<file path="config.mk">
export PLATFORM = sky130hd
export DESIGN_NAME = bram_snap_ctrl
export DESIGN_NICKNAME = d
export VERILOG_FILES = /design/src/rtl/bram_snap_ctrl.sv
export SDC_FILE = /design/constraint.sdc
export NUM_CORES = 1
export LEC_CHECK = 0
export BUFFER_PORTS_ARGS = -buffer_cell sky130_fd_sc_hd__buf_4
export CAP_MARGIN = 15
export CORE_MARGIN = 2
export CORE_UTILIZATION = 47
export CTS_CLUSTER_SIZE = 16
export DETAILED_ROUTE_END_ITERATION = 10
export GPL_ROUTABILITY_DRIVEN = 0
export GPL_TIMING_DRIVEN = 1
export PLACE_DENSITY = 0.84
export SLEW_MARGIN = 40
export SYNTH_ARGS = -nofsm -noshare
export SYNTH_HDL_FRONTEND = slang
export SYNTH_SLANG_ARGS = --single-unit
</file>
<file path="constraint.sdc">
create_clock -name clk -period 2.29 [get_ports clk]
set_input_delay 0.229 -clock clk [delete_from_list [all_inputs] [get_ports clk]]
set_output_delay 0.229 -clock clk [all_outputs]
set_load 0.02 [all_outputs]
</file>
<file path="src/rtl/bram_snap_ctrl.sv">
// Snapshot capture controller for the fabric-side port of a shared dual-port BRAM.
// Arms on a rising edge of ctrl_arm, optionally waits for trig, then writes len words from address 0.
module bram_snap_ctrl #(
  parameter int ADDR_W = 10,
  parameter int DATA_W = 32
) (
  input  logic              clk,
  input  logic              rst_n,
  input  logic              ctrl_arm,
  input  logic              ctrl_abort,
  input  logic              ctrl_trig_en,
  input  logic [ADDR_W:0]   ctrl_len,
  input  logic              trig,
  input  logic              din_valid,
  input  logic [DATA_W-1:0] din,
  output logic              bram_we,
  output logic [ADDR_W-1:0] bram_addr,
  output logic [DATA_W-1:0] bram_wr_data,
  output logic              busy,
  output logic              done,
  output logic [ADDR_W:0]   wr_count
);

  typedef enum logic [1:0] {
    ST_IDLE    = 2'd0,
    ST_ARMED   = 2'd1,
    ST_CAPTURE = 2'd2,
    ST_DONE    = 2'd3
  } state_t;

  localparam logic [ADDR_W:0] DEPTH_C = {1'b1, {ADDR_W{1'b0}}};
  localparam logic [ADDR_W:0] ONE_C   = {{ADDR_W{1'b0}}, 1'b1};

  state_t              state_r;
  state_t              state_n_s;
  logic                arm_d_r;
  logic                arm_ok_r;
  logic                arm_pulse_s;
  logic                cap_s;
  logic                load_s;
  logic                last_s;
  logic [ADDR_W:0]     len_r;
  logic [ADDR_W:0]     len_sel_s;
  logic [ADDR_W:0]     wr_count_r;
  logic [ADDR_W-1:0]   addr_cnt_r;
  logic [ADDR_W-1:0]   bram_addr_r;
  logic [DATA_W-1:0]   bram_wr_data_r;
  logic                bram_we_r;
  logic                busy_r;
  logic                done_r;

  // arm_ok_r blocks an arm level held high across reset until it has been seen low.
  assign arm_pulse_s = ctrl_arm & ~arm_d_r & arm_ok_r;
  assign last_s      = ((wr_count_r + ONE_C) == len_r);

  // Length normalisation: 0 or anything beyond the depth means a full-depth capture.
  always_comb begin
    len_sel_s = ctrl_len;
    if ((ctrl_len == {(ADDR_W+1){1'b0}}) || (ctrl_len > DEPTH_C)) begin
      len_sel_s = DEPTH_C;
    end else begin
      len_sel_s = ctrl_len;
    end
  end

  // Next-state and capture/load strobes.
  always_comb begin
    state_n_s = state_r;
    cap_s     = 1'b0;
    load_s    = 1'b0;
    if (ctrl_abort) begin
      state_n_s = ST_IDLE;
    end else begin
      case (state_r)
        ST_IDLE, ST_DONE: begin
          if (arm_pulse_s) begin
            load_s    = 1'b1;
            state_n_s = ctrl_trig_en ? ST_ARMED : ST_CAPTURE;
          end else begin
            state_n_s = state_r;
          end
        end
        ST_ARMED: begin
          if (trig) begin
            cap_s     = din_valid;
            state_n_s = (din_valid && last_s) ? ST_DONE : ST_CAPTURE;
          end else begin
            state_n_s = ST_ARMED;
          end
        end
        ST_CAPTURE: begin
          if (din_valid) begin
            cap_s     = 1'b1;
            state_n_s = last_s ? ST_DONE : ST_CAPTURE;
          end else begin
            state_n_s = ST_CAPTURE;
          end
        end
        default: state_n_s = ST_IDLE;
      endcase
    end
  end

  // State register, arm edge detect and decoded status flags.
  always_ff @(posedge clk or negedge rst_n) begin
    if (!rst_n) begin
      state_r  <= ST_IDLE;
      arm_d_r  <= 1'b0;
      arm_ok_r <= 1'b0;
      busy_r   <= 1'b0;
      done_r   <= 1'b0;
    end else begin
      state_r  <= state_n_s;
      arm_d_r  <= ctrl_arm;
      arm_ok_r <= arm_ok_r | ~ctrl_arm;
      busy_r   <= (state_n_s == ST_ARMED) || (state_n_s == ST_CAPTURE);
      done_r   <= (state_n_s == ST_DONE);
    end
  end

  // Capture counters and latched length; the address counter wraps only on a full-depth run.
  always_ff @(posedge clk or negedge rst_n) begin
    if (!rst_n) begin
      len_r      <= DEPTH_C;
      addr_cnt_r <= {ADDR_W{1'b0}};
      wr_count_r <= {(ADDR_W+1){1'b0}};
    end else if (load_s) begin
      len_r      <= len_sel_s;
      addr_cnt_r <= {ADDR_W{1'b0}};
      wr_count_r <= {(ADDR_W+1){1'b0}};
    end else if (cap_s) begin
      addr_cnt_r <= addr_cnt_r + {{(ADDR_W-1){1'b0}}, 1'b1};
      wr_count_r <= wr_count_r + ONE_C;
    end
  end

  // BRAM write port register; address and data hold while stalled.
  always_ff @(posedge clk or negedge rst_n) begin
    if (!rst_n) begin
      bram_we_r      <= 1'b0;
      bram_addr_r    <= {ADDR_W{1'b0}};
      bram_wr_data_r <= {DATA_W{1'b0}};
    end else begin
      bram_we_r <= cap_s;
      if (cap_s) begin
        bram_addr_r    <= addr_cnt_r;
        bram_wr_data_r <= din;
      end
    end
  end

  assign bram_we      = bram_we_r;
  assign bram_addr    = bram_addr_r;
  assign bram_wr_data = bram_wr_data_r;
  assign busy         = busy_r;
  assign done         = done_r;
  assign wr_count     = wr_count_r;

endmodule

</file>
# Yosys cells after proc, flatten, opt, wreduce, memory -nomap -nowiden
# Cells that the tools add are included.
[totals]
in_bits = 50
wordCells = 53
ff_bits = 81
out_inout_bits = 56
[classes]
muxes = 20
eq_ne = 7
add_sub_neg = 2
n_lt_le_gt_ge = 1
bitwise = 5
n_reduce_logical = 7
[ops]
columns = ["op", "count"]
rows = [
  ["two-way mux 11 bit", 3],
  ["two-way mux 10 bit", 2],
  ["adder 11 x 1 -> 11 bit (second input constant)", 1],
  ["equality test 11 bit", 1],
  ["greater-than comparator 11 bit (second input constant)", 1],
  ["zero test 11 bit", 1],
  ["adder 10 x 1 -> 10 bit (second input constant)", 1],
  ["two-way mux 1 bit", 9],
  ["equality test 2 bit (second input constant)", 4],
  ["two-way mux 2 bit", 4],
  ["case mux 2 bit (3 select lines)", 1],
  ["equality test 2 x 1 -> 1 bit (second input constant)", 2],
  ["bitwise AND 1 bit", 2],
  ["zero test 2 bit", 1],
  ["logical OR 1 bit", 2],
  ["NOT 1 bit", 2],
  ["case mux 1 bit (2 select lines)", 1],
  ["nonzero test 2 bit", 1],
  ["OR reduction 2 bit", 1],
  ["logical AND 1 bit", 1],
  ["bitwise OR 1 bit", 1],
]

# Depth between registers and ports, before layout
# Gate-level depths: netlist (run 1).
[depth]
word_depth = 9
depth_mapped = 10

# Worst setup path before layout (run 1)
# Ideal clock, no wire load.
[synth_path]
path_type = "reg2reg"
from = "register wr_count_r[0] (netlist: wr_count[0])"
to = "register busy_r (netlist: busy)"
period_less_slack_ps = 2415
arrival_ps = 2289
t_required_ps = 2164
setup_slack_ps = -125
path_stages_with_launch = 9
cell_sequence = "dfrtp_1 ha_1 clkbuf_1 nand3_1 nor4b_2 o21ai_1 a221o_1 o41ai_2 ha_1"
[synth_between]
elab_chain_len = 9
[synth_lines]
columns = ["item", "line", "text"]
rows = [
  ["start: declaration", "44", "logic [ADDR_W:0] wr_count_r;"],
  ["start signal: assignment", "126", "wr_count_r <= {(ADDR_W+1){1'b0}};"],
  ["start signal: assignment", "130", "wr_count_r <= {(ADDR_W+1){1'b0}};"],
  ["start signal: assignment", "133", "wr_count_r <= wr_count_r + ONE_C;"],
  ["adder 11 x 1 -> 11 bit *", "54", "assign last_s = ((wr_count_r + ONE_C) == len_r);"],
  ["equality test 11 bit *", "54", ""],
  ["logical AND 1 bit", "86", "state_n_s = (din_valid && last_s) ? ST_DONE : ST_CAPTURE;"],
  ["two-way mux 1 bit", "86", ""],
  ["two-way mux 2 bit", "84", "if (trig) begin"],
  ["case mux 2 bit (3 select lines) *", "74", "case (state_r)"],
  ["two-way mux 2 bit *", "71", "if (ctrl_abort) begin"],
  ["named net state_n_s[0]", "35", "state_t state_n_s;"],
  ["equality test 2 x 1 -> 1 bit / equality test 2 bit (equally long branches)", "116", "busy_r <= (state_n_s == ST_ARMED) || (state_n_s == ST_CAPTURE);"],
  ["logical OR 1 bit *", "116", ""],
  ["end signal: assignment", "116", ""],
  ["end: declaration", "49", "logic busy_r;"],
]
# Mark *: on every way through the listed nets, which the timed path passes. The rest lies on a longest branch.
# A chain may end at the register's enable or synchronous reset.

# Worst setup path in the final report (run 1)
[layout_path]
from = "register wr_count_r[6] (netlist: wr_count[6])"
to = "register busy_r (netlist: busy)"
# The elaborated chain is that of the path after synthesis.

==> results of run 1 <==
## how the worst max path moves through the flow
stage / startpoint / to / slack [ps] / depth (start not counted)
4_1_cts: wr_count[0] / busy / 20 / 7
6_report: wr_count[6] / busy / 50 / 7
5_1_grt: wr_count[1] / busy / 20 / 8
3_5_place_dp: wr_count[0] / busy / 30 / 7
3_3_place_gp: wr_count[0] / busy / 130 / 7
2_1_floorplan: wr_count[0] / busy / 40 / 8
## synthesized netlist by cell type (all sizes together), types with 2 or more instances
| cell | count |
|---|---|
| clkbuf | 10 |
| dfrtp | 80 |
| ha | 5 |
| nor3 | 2 |
| inv | 5 |
| nand3 | 18 |
| nand2b | 3 |
| nand3b | 2 |
| and3 | 3 |
| xor2 | 14 |
| nand2 | 149 |
| o31ai | 4 |
| nand4 | 6 |
| nor4 | 4 |
| and2 | 3 |
| buf | 10 |
| a22o | 5 |
| xnor2 | 10 |
| a21oi | 5 |
| nor2 | 23 |
| nor2b | 4 |
| o21ai | 19 |
## logic make-up (layout without fill, tap and decap cells)
| group | count (synthesis) | count (layout) | share of synthesized area, % |
|---|---|---|---|
| buf+inv | 25 | 143 | 3.181 |
| xor+xnor | 24 | 24 | 5.747 |
| fa+ha+maj | 5 | 5 | 1.711 |
| flops | 81 | 81 | 55.46 |
| simple gates | 224 | 224 | 27.03 |
| compound gates | 39 | 39 | 6.877 |
## final cells by class
class	instances	area (um^2)
flip-flops and latches	81	2032
inverters	5	18.77
fillers	624	2778
multi-input cells	292	1541
clock inverters	7	95.09
well taps	102	127.6
repair buffers	122	930.9
clock buffers	9	123.9
## routing by layer
layer / GRT usage (%) / wire length [um] / up-vias
met1: 29.43 / 3853 / 1486
li1: - / - / 1525
met5: 0 / 0 / -
met3: 3.698 / 465 / 7
met2: 33.82 / 4208 / 97
met4: 7.836 / 110 / 0
## registers in the layout, indices dropped and copies added, names as in the netlist, 2 cells and up
| name | flops |
|---|---|
| bram_addr | 10 |
| len_r | 11 |
| state_r | 2 |
| bram_wr_data | 32 |
| wr_count | 11 |
| addr_cnt_r | 10 |
## power by group
group,switching (mW),internal [mW],leakage [nW]
clock network,0.521,0.614,0.109
registers,0.256,1.85,1.07
logic,1.08,0.818,1.42
total,1.86,3.29,2.60
## timing repair
action	CTS	global route
resized for setup	0	6
endpoints found under the setup margin	0	1
buffers inserted	0	2
hold endpoints to repair	31	0
hold buffers	1	0
==> run_results.csv, run 1 <==
group,metric,value,unit
clock_network,cts_tree,"done",
worst_hold_path,min_to,"arm_d_r",
synth,yosys_register_bits,81,
detailed_routing,drtIter0Drc,212,
layout,mostFrequentLayoutCell,"nand2_1",
clock_network,cts_buffers,9,
pwr,power,5.147,mW
floorplanning,die_y,92.21,um
sta,period_share,97.89,%
sta,final-hold-violation-count,0,
placement,dp_hpwl,6.053,mm
worst_setup_path,worstSetupPathType,"reg2reg",
layout,drive_above_1_share,29.65,%
placement,dp_slack,32.28,ps
synth,yosysTopAreaCell,"dfrtp_1",
layout,area_growth,33.15,%
pwr,leakagePower,2.598,nW
sta,clock_skew,13.86,ps
synth,avgSynthCellArea,9.189,um^2
clock_network,path_clk_slew,90,ps
clock_network,cts_buffer_depth,2,
pwr,irDropWorstVdd,0.0005287,V
worst_setup_path,rrSetupSlack,50,ps
worst_setup_path,crit_slowest_cell,"dfrtp_1",
floorplanning,die_x,92.21,um
sta,min_period,2242,ps
worst_setup_path,crit_family,"compound AO/OA/AOI/OAI gates",
synth,synth_seq_area_share,55.46,%
synth,syn_inst,398,
detailed_routing,drcViolationCount,0,
synth,ys_async_sr_fraction,100.0,%
grt,grtUsageTotal,21.26,%
detailed_routing,vias_per_cell,5.040,
worst_setup_path,rr_endpoint,"busy",
layout,nNetsFinal,566,
synth,syn_area,3657,um^2
synth,ys_warn_count,0,
worst_setup_path,path_buf_inv,1,
worst_hold_path,min_path_type,"in2reg",
worst_setup_path,crit_required,2510,ps
worst_hold_path,min_from,"ctrl_arm",
synth,netlist-cell-type-count,43,
synth,synth-main-ff-cell,"dfrtp_1",
sta,slew_viol_final,0,
clock_network,insertion_delay,340,ps
synth,synth.top_cell.area_share,54.74,%
grt,gr-total-overflow,0,
grt,grt_start_max_net_pins,56,
detailed_routing,dr_total_vias,3115,
worst_setup_path,r2r_start,"wr_count[6]",
sta,fin_tns_setup,0,ps
detailed_routing,ant_nets,0,
floorplanning,start_util,47.82,%
worst_setup_path,crit_chain,"nand4_1, buf_4, or2_1, o21ai_0, o2111ai_1, o41ai_4, ha_1",
detailed_routing,wl,8.637,mm
clock_network,cts.sinks,81,
worst_setup_path,critPathCaptureType,"flip-flop",
run_status,run_status,"finished, final reports clean",
synth,synth_area_leaders,"dfrtp_1 (55%), nand2_1 (15%), xor2_1 (3.4%), nand3_1 (2.5%), xnor2_1 (2.4%)",
floorplanning,ios,106,
detailed_routing,drt-pass1-iter-count,5,
floorplanning,dieArea,8503,um^2
sta,tightest_slew,566.2,ps
layout,mostFrequentLayoutCells,"nand2_1 (149), buf_4 (120), dfrtp_1 (77), nor2_1 (21), nand3_1 (16)",
pwr,powerDensity,1057,nW/um^2
sta,relSlewSlack,62.26,%
synth,synth_edf_count,0,
worst_hold_path,holdPathStages,1,
worst_setup_path,cp_data_arrival_time,2460,ps
sta,max_freq,446.1,MHz
sta,rsz0062_at_grt,"false",
layout,finish.instance_area,4870,um^2
grt,grt_pass1_vias,2996,
placement,port_buffers,105,
sta,setup_viol,0,
sta,fin_ws,48.35,ps
clock_network,clockRootBuffer,"clkbuf_8",
worst_setup_path,crit_path_start_kind,"flip-flop",
layout,final_cell_count_no_fill,618,
flow_run,maxCapViolCount,0,
sta,holdWs,22.59,ps
worst_setup_path,max_stage_delay,450,ps
detailed_routing,wl_per_cell,13.98,um
worst_setup_path,reg2reg_depth,7,
floorplanning,rows,32,
layout,fin_util,63.68,%
floorplanning,core_area,7647,um^2
synth,syn-num-nets,453,
worst_setup_path,critPathMaxFanout,6,
clock_network,htreeDepth,3,
layout,n_antenna_cell,0,
placement,placedCellCount,599,
placement,post_dp_cell_area,4597,um^2
grt,grt_pass1_wl,14.43,mm
grt,antenna_found_initial,0,
No activity file was read; power rests on OpenSTA's default activity.
==> inputs of run 2 (changes only) <==
--- a/config.mk
+++ b/config.mk
@@ -14,6 +14,7 @@
 export GPL_ROUTABILITY_DRIVEN = 0
 export GPL_TIMING_DRIVEN = 1
 export PLACE_DENSITY = 0.84
+export SKIP_LAST_GASP = 1
 export SLEW_MARGIN = 40
 export SYNTH_ARGS = -nofsm -noshare
 export SYNTH_HDL_FRONTEND = slang
==> constraint.sdc (replaced) <==
create_clock -name clk -period 2.29 [get_ports clk]
set_input_delay 0.458 -clock clk [delete_from_list [all_inputs] [get_ports clk]]
set_output_delay 0.458 -clock clk [all_outputs]
set_load 0.02 [all_outputs]
==> run_results.csv, run 2 (same netlist as run 1, synthesis figures left out) <==
group,metric,value,unit
grt,grt_pass1_wl,14.15,mm
grt,use_met2,34.19,%
layout,largest_reg_flops,32,
sta,tightest_slew,767.1,ps
worst_hold_path,min_path_type,"in2async",
pwr,powerDensity,1038,nW/um^2
sta,max_freq,453.0,MHz
clock_network,clockRootBuffer,"clkbuf_8",
floorplanning,ios,106,
pwr,power_frac_seq,42.2,%
clock_network,cts_buffers,9,
detailed_routing,dr_total_vias,3129,
placement,port_buffers,105,
pwr,leakagePower,2.577,nW
worst_setup_path,crit_path_start_kind,"flip-flop",
sta,setup_viol,0,
floorplanning,start_util,47.82,%
detailed_routing,vias_per_cell,5.055,
flow_run,maxCapViolCount,0,
layout,finish.instance_area,4840,um^2
pwr,comb_power_share,36.8,%
grt,grtUsageTotal,20.91,%
worst_setup_path,crit_path_start,"wr_count[5]",
sta,fin_tns_setup,0,ps
floorplanning,die_x,92.21,um
worst_setup_path,r2r_start,"wr_count[5]",
sta,final-hold-violation-count,0,
layout,fillers,641,
clock_network,insertion_delay,340,ps
worst_setup_path,crit_required,2520,ps
layout,nNetsFinal,567,
layout,area_growth,32.33,%
sta,min_period,2207,ps
placement,dp_slack,65.77,ps
worst_setup_path,worstSetupPathType,"reg2reg",
pwr,switching_share,36.53,%
pwr,p_clk_share,20.9,%
grt,antenna_found_initial,0,
floorplanning,core_area,7647,um^2
sta,fin_ws,82.64,ps
worst_setup_path,reg2reg_depth,7,
detailed_routing,wl_per_cell,13.98,um
grt,grt_start_max_net_pins,56,
sta,relSlewSlack,48.67,%
sta,slew_viol_final,0,
clock_network,cts_buffer_depth,2,
run_status,run_status,"finished, final reports clean",
floorplanning,die_y,92.21,um
detailed_routing,wl,8.654,mm
detailed_routing,drcViolationCount,0,
worst_setup_path,cp_data_arrival_time,2440,ps
grt,gr-usage-met1,28.00,%
floorplanning,rows,32,
placement,placedCellCount,600,
layout,drive_above_1_share,29.40,%
pwr,irDropWorstVdd,0.0005913,V
layout,final_cell_count_no_fill,619,
placement,dp_hpwl,6.220,mm
clock_network,cts.sinks,81,
worst_setup_path,critPathCaptureType,"flip-flop",
layout,mostFrequentLayoutCell,"nand2_1",
grt,gr-total-overflow,0,
clock_network,cts_tree,"done",
clock_network,htreeDepth,3,
worst_setup_path,rrSetupSlack,80,ps
sta,clock_skew,6.799,ps
grt,grt_use_met3,4.519,%
grt,busiest_layer,"met2",
placement,post_dp_cell_area,4604,um^2
worst_setup_path,critPathMaxFanout,7,
pwr,power_switching,1.835,mW
floorplanning,dieArea,8503,um^2
clock_network,path_clk_slew,80,ps
worst_setup_path,endpoint,"busy",
layout,n_antenna_cell,0,
detailed_routing,drt-pass1-iter-count,4,
clock_network,ctsHoldBuffers,0,
sta,period_share,96.39,%
detailed_routing,ant_nets,0,
layout,mostFrequentLayoutCells,"nand2_1 (149), buf_4 (122), dfrtp_1 (78), nor2_1 (22), nand3_1 (17)",
pwr,p_int,3.189,mW
worst_setup_path,rr_endpoint,"busy",
layout,fin_util,63.29,%
detailed_routing,drtIter0Drc,159,
grt,grt_pass1_vias,3007,
-- run 2: worst min path at each step --
stage	start	endpoint	slack, ps	cells past startpoint
final	rst_n	len_r[3]	60	1
after global routing	rst_n	bram_wr_data[26]	70	1
after CTS	rst_n	bram_wr_data[23]	60	1
after detailed placement	rst_n	len_r[3]	440	1
after global placement	rst_n	len_r[3]	430	1
after floorplan	rst_n	addr_cnt_r[0]	160	0
-- run 2: repair_timing --
item                       CTS  global route
resized for setup            0             3
setup buffers                0             3
setup endpoints to repair    0             1
-- run 2: cell type report --
class	count	area (um^2)	area share [%]
multi-input cells	292	1523	31.46
clock inverters	6	66.31	1.370
repair buffers	123	935.9	19.34
clock buffers	10	137.6	2.844
flip-flops and latches	81	2031	41.96
well taps	102	127.6	2.637
inverters	5	18.77	0.3878
-- run 2: critical path: stages, from the launching register on --
cell and delay [ps]:
dfrtp_1 460, nand4_1 220, buf_4 200, or2_1 250, o21ai_0 150, o2111ai_1 230
o41ai_2 300, ha_1 280
-- run 2: per-layer routing --
metal,part of all wire (%),routed length [um]
met1,45,3873
met2,49,4278
met3,4.4,385
met4,1.3,116
met5,0,0
-- run 2: power groups by stage --
stage	Combinational, mW	Clock, mW	Sequential, mW
after floorplan	0.703	0	2.48
after global placement	1.81	0	2.13
after detailed placement	1.87	0	2.14
after CTS	1.87	1.08	2.12
after global routing	2.05	1.14	2.18
final	1.85	1.05	2.12
-- run 2: stage by stage --
| stage | total power, mW | hold slack, ps |
|---|---|---|
| after floorplan | 3.182 | 162.4 |
| after global placement | 3.934 | 434.0 |
| after detailed placement | 4.012 | 438.6 |
| after CTS | 5.074 | 62.85 |
| after global routing | 5.359 | 67.99 |
| final | 5.024 | 56.95 |
